[config.mk]
export PLATFORM = sky130hd
export DESIGN_NAME = register_mode_fifo
export DESIGN_NICKNAME = d
export VERILOG_FILES = /design/src/rtl/register_mode_pkg.sv /design/src/rtl/register_mode_storage.sv /design/src/rtl/register_mode_fifo.sv
export SDC_FILE = /design/constraint.sdc
export NUM_CORES = 1
export LEC_CHECK = 0
export ABC_AREA = 0
export CELL_PAD_IN_SITES_DETAIL_PLACEMENT = 1
export CELL_PAD_IN_SITES_GLOBAL_PLACEMENT = 1
export CORE_UTILIZATION = 36
export CTS_CLUSTER_SIZE = 8
export DETAILED_ROUTE_END_ITERATION = 8
export MAX_ROUTING_LAYER = met4
export PLACE_DENSITY = 0.8
export SLEW_MARGIN = 10
export SYNTH_ARGS = -nofsm -noshare
export SYNTH_HDL_FRONTEND = slang
export SYNTH_SLANG_ARGS = --single-unit
[constraint.sdc]
create_clock -name CLK -period 1.9 [get_ports CLK]
set_input_delay 0.38 -clock CLK [delete_from_list [all_inputs] [get_ports CLK]]
set_output_delay 0.38 -clock CLK [all_outputs]
set_load 0.02 [all_outputs]
[src/rtl/register_mode_pkg.sv]
// Shared mode encoding for the register-mode cell and its storage.
package register_mode_pkg;

  typedef enum logic [1:0] {
    MODE_CONST  = 2'd0,
    MODE_BYPASS = 2'd1,
    MODE_DELAY  = 2'd2,
    MODE_FIFO   = 2'd3
  } mode_t;

endpackage

[src/rtl/register_mode_storage.sv]
// Storage for register_mode_fifo: DEPTH-entry memory, read/write pointers and occupancy.
// One write port muxed between config, delay-register update and FIFO push.
module register_mode_storage #(
  parameter int unsigned WIDTH = 16,
  parameter int unsigned DEPTH = 4,
  parameter int unsigned PTR_W = $clog2(DEPTH)
) (
  input  logic             CLK,
  input  logic             ASYNCRESETN,
  input  logic             cfg_we,
  input  logic [WIDTH-1:0] cfg_data,
  input  logic             delay_we,
  input  logic             push,
  input  logic             pop,
  input  logic [WIDTH-1:0] wdata,
  output logic [WIDTH-1:0] rd_data,
  output logic [PTR_W:0]   count
);

  logic [WIDTH-1:0] mem_q [DEPTH];
  logic [PTR_W-1:0] rd_ptr_q, rd_ptr_d;
  logic [PTR_W-1:0] wr_ptr_q, wr_ptr_d;
  logic [PTR_W:0]   count_q, count_d;
  logic             we;
  logic [PTR_W-1:0] waddr;
  logic [WIDTH-1:0] wval;

  // Config and delay both target the head entry; config wins.
  always_comb begin
    we    = 1'b0;
    waddr = rd_ptr_q;
    wval  = wdata;
    if (cfg_we) begin
      we   = 1'b1;
      wval = cfg_data;
    end else if (delay_we) begin
      we = 1'b1;
    end else if (push) begin
      we    = 1'b1;
      waddr = wr_ptr_q;
    end
  end

  always_comb begin
    rd_ptr_d = rd_ptr_q;
    wr_ptr_d = wr_ptr_q;
    count_d  = count_q;
    if (push) wr_ptr_d = wr_ptr_q + PTR_W'(1);
    if (pop)  rd_ptr_d = rd_ptr_q + PTR_W'(1);
    case ({push, pop})
      2'b10:   count_d = count_q + (PTR_W + 1)'(1);
      2'b01:   count_d = count_q - (PTR_W + 1)'(1);
      default: count_d = count_q;
    endcase
  end

  always_ff @(posedge CLK or negedge ASYNCRESETN) begin
    if (!ASYNCRESETN) begin
      for (int i = 0; i < DEPTH; i++) mem_q[i] <= '0;
      rd_ptr_q <= '0;
      wr_ptr_q <= '0;
      count_q  <= '0;
    end else begin
      if (we) mem_q[waddr] <= wval;
      rd_ptr_q <= rd_ptr_d;
      wr_ptr_q <= wr_ptr_d;
      count_q  <= count_d;
    end
  end

  assign rd_data = mem_q[rd_ptr_q];
  assign count   = count_q;

endmodule

[src/rtl/register_mode_fifo.sv]
// Mode-selectable operand cell: constant, bypass, delay register or DEPTH-entry FIFO,
// with valid/ready on both sides and a config port that overwrites the head entry.
module register_mode_fifo
  import register_mode_pkg::*;
#(
  parameter int unsigned WIDTH = 16,
  parameter int unsigned DEPTH = 4,
  parameter int unsigned PTR_W = $clog2(DEPTH)
) (
  input  logic             CLK,
  input  logic             ASYNCRESETN,
  input  logic [1:0]       mode,
  input  logic [WIDTH-1:0] const_,
  input  logic [WIDTH-1:0] value,
  input  logic             value_valid,
  output logic             value_ready,
  output logic [WIDTH-1:0] O0,
  output logic             out_valid,
  input  logic             out_ready,
  input  logic             clk_en,
  input  logic             config_we,
  input  logic [WIDTH-1:0] config_data,
  output logic [WIDTH-1:0] O1,
  output logic [PTR_W:0]   count
);

  localparam logic [PTR_W:0] FullCount = (PTR_W + 1)'(DEPTH);

  logic [WIDTH-1:0] head;
  logic             push;
  logic             pop;
  logic             delay_we;

  register_mode_storage #(
    .WIDTH (WIDTH),
    .DEPTH (DEPTH),
    .PTR_W (PTR_W)
  ) u_storage (
    .CLK         (CLK),
    .ASYNCRESETN (ASYNCRESETN),
    .cfg_we      (config_we),
    .cfg_data    (config_data),
    .delay_we    (delay_we),
    .push        (push),
    .pop         (pop),
    .wdata       (value),
    .rd_data     (head),
    .count       (count)
  );

  always_comb begin
    O0          = head;
    out_valid   = 1'b0;
    value_ready = 1'b0;
    push        = 1'b0;
    pop         = 1'b0;
    delay_we    = 1'b0;
    unique case (mode_t'(mode))
      MODE_CONST: begin
        O0          = const_;
        out_valid   = 1'b1;
        value_ready = 1'b1;
      end
      MODE_BYPASS: begin
        O0          = value;
        out_valid   = value_valid;
        value_ready = out_ready;
      end
      MODE_DELAY: begin
        out_valid   = 1'b1;
        value_ready = clk_en;
        delay_we    = clk_en & value_valid;
      end
      MODE_FIFO: begin
        // Full blocks push even when a pop happens the same cycle.
        value_ready = clk_en & (count != FullCount);
        out_valid   = clk_en & (count != '0);
        push        = value_valid & value_ready;
        pop         = out_valid & out_ready;
      end
    endcase
    // A config write freezes both handshakes and all storage movement.
    if (config_we) begin
      value_ready = 1'b0;
      out_valid   = 1'b0;
      push        = 1'b0;
      pop         = 1'b0;
      delay_we    = 1'b0;
    end
  end

  assign O1 = head;

endmodule

==> metrics.txt <==
status=finished, violations left; Die Width=105 um; Initial Util=37.3%; via count=3027; die area=11100 um^2; RSZ-0062 raised after global routing=yes; final setup skew=0.0180 ns; root buffer cell=clkbuf_8; Mapped Cells=277; # DRC=0; fmax=448 MHz; layout cells sized above 1=58.9%; DP Area=5350 um^2; Syn. warnings=0; hold crit path type=in2async; Die Height=105 um; crit end category=output port; setup ws final=-0.334 ns; Largest stage delay, worst path=0.53 ns; commonest non-fill, non-tap cell in the layout=dfrtp_1; gpl congestion=0.716; detailed placement HPWL=7.57 mm; switch share=35.9%; worst r2r src=u_storage.count[0]; Combinational Power Share=60.1%; H-Tree Depth=3; Startpoint Class=register; commonest non-fill, non-tap cells in the layout=dfrtp_1, mux2_4, buf_6; max-slew violation count=0; worst r2r dst=u_storage.count[2]; sequential fraction of the synthesis area=46.2%; maximum VDD drop=721 uV; area growth from synthesis to layout=58.8%; initial antenna violation count=0; R2R setup slack=-0.27 ns; R2R cell count=10; Ant. Diodes=0; Final min period=2.23 ns; Boundary Pins=93; Net Switching=3850 uW; Clk pin slew, worst setup/hold paths=0.08 ns; endpoints failing hold=0; post-route cell area=6110 um^2; DR iter-0 viols=47; Clk Latency, worst-skew pair=0.37 ns; # clock sinks=71; Layout Cells excl Fill=572; core area=10300 um^2; Filler cells=1020; hold buffer count at CTS=0; Leakage=0.00276 uW; first-pass GRT wire length=19.2 mm; required time of the critical path=1.52 ns; final setup fails=100; final-stage net count=489; Arr. time, crit path=1.85 ns; pwr/cell area=1760 nW/um^2; post-synthesis cell type count=31; # placed instances=531; Crit Path Class=reg2out; failing checks=negative setup slack; gr usage total=23.8%; Mapped Area=3850 um^2; sequential share of power=27.0%; slew margin rel.=73.9%; worst-path cell chain=buf_6 -> mux4_2 -> nand2_1 -> o21ai_0 -> buf_2; Site Rows=37; total of max-cap violations=0; vias in the first global route=3408; post-route ant nets=0; Avg Cell Area, Syn=13.9 um^2; drt pass-1 iters=4; clock power share=12.9%; fin crit share=118%; worst-path fanout max=4; CTS tree=built; Avg Vias per Cell=5.29; TritonCTS buffer count=9; PortBufs=92; Int Power=6880 uW; Worst Tran Pin Value=0.391 ns; total congestion overflow=0; FF+latch count, synth=71; slowest stage cell on the critical path=mux4_2; mean routed wirelength per cell=22.9 um; syn_nets=335; Core Util, Final=59.2%; Routed WL=13.1 mm; largest net degree at the start of global routing=72; Clock Path Buffers=2
## layout make-up
class,instances,area [um^2],share of cell area [%]
multi-input cells,181,2270,37.2
flip-flops and latches,71,1780,29.2
repair buffers,160,1630,26.7
well taps,136,170,2.79
clock buffers,11,141,2.32
clock inverters,5,81.3,1.33
inverters,8,32.5,0.533
## per-layer routing
metal,routed length [um],track usage (%),vias up
met2,6670,39.7,87
met3,587,5.50,19
met5,0,-,-
li1,-,-,1322
met1,5580,28.1,1599
met4,231,8.75,0
## sequential cells by signal, indices dropped and copies added (netlist names)
name	count
u_storage.count	3
u_storage.wr_ptr_q	2
u_storage.rd_ptr_q	2
u_storage.mem_q	64
## through the flow
step | setup slack (ns) | setup TNS, ns | total power (uW) | hold slack, ns
detailed placement | -0.632 | -48.80 | 7890 | 0.439
floorplan | -0.0619 | -0.364 | 5770 | 0.0844
CTS | -0.295 | -19.81 | 9650 | 0.0621
global route | -0.389 | -21.85 | 11200 | 0.0622
global placement | -0.558 | -44.73 | 7700 | 0.438
finish | -0.334 | -16.45 | 10700 | 0.0334
## worst max-delay path, delay by kind of cell (launching register included)
kind                   cells  cell delay [ns]
muxes                      1             0.53
DFF                        1             0.45
buffers and inverters      2             0.33
and+or+nand+nor            1             0.10
AOI/OAI and AO/OA          1             0.09
## power groups by stage
stage	Clock (uW)	Combinational, uW	Sequential, uW
4_1_cts	1370	5480	2800
3_5_place_dp	0	5100	2790
6_report	1380	6450	2900
5_1_grt	1460	6790	2960
2_1_floorplan	0	3110	2660
3_3_place_gp	0	4980	2710
## synth_stat cells (all sizes together)
cell	instances	area (um^2)
mux2i	17	170
a21oi	2	10.0
o31ai	1	7.51
nor3	1	16.3
fa	1	20.0
clkbuf	7	26.3
ha	1	12.5
inv	8	30.0
dfrtp	71	1780
nand3	1	10.0
or2	1	6.26
o32ai	3	82.6
mux4	16	360
nor3b	1	12.5
buf	10	67.6
mux2	80	938
xor2	3	26.3
nand2b	4	25.0
nor2	4	15.0
nor4	1	6.26
a41oi	1	16.3
o21ai	18	90.1
o32a	1	10.0
xnor2	4	35.0
nand2	20	75.1
## what timing repair did
item                       in CTS  in global routing
gates resized for setup       212                 84
pin swaps                      22                  9
buffers inserted                7                 15
setup endpoints to repair     100                100
cloned                          3                  1
## worst max-delay path by stage
stage                                startpoint  cells past startpoint            endpoint
after global placement                  mode[0]                     10  u_storage.count[2]
final                     u_storage.rd_ptr_q[0]                      5               O0[4]
after global routing      u_storage.rd_ptr_q[0]                      5               O0[4]
after detailed placement                mode[0]                     10  u_storage.count[2]
after floorplan                         mode[1]                      9  u_storage.count[2]
after CTS                 u_storage.rd_ptr_q[0]                      5               O0[7]
## cell families (layout without fill, tap and decap cells)
| kind of cell | count (synthesis) | count (layout) | synth area share, % |
|---|---|---|---|
| and+or+nand+nor | 33 | 33 | 4.33 |
| DFF | 71 | 71 | 46.2 |
| muxes | 113 | 113 | 38.2 |
| xor gates and xnor gates | 7 | 7 | 1.59 |
| buffers and inverters | 25 | 184 | 3.22 |
| AOI/OAI and AO/OA | 26 | 26 | 5.63 |
| adders and majority gates | 2 | 2 | 0.846 |
No activity file was read; power rests on OpenSTA's default activity.
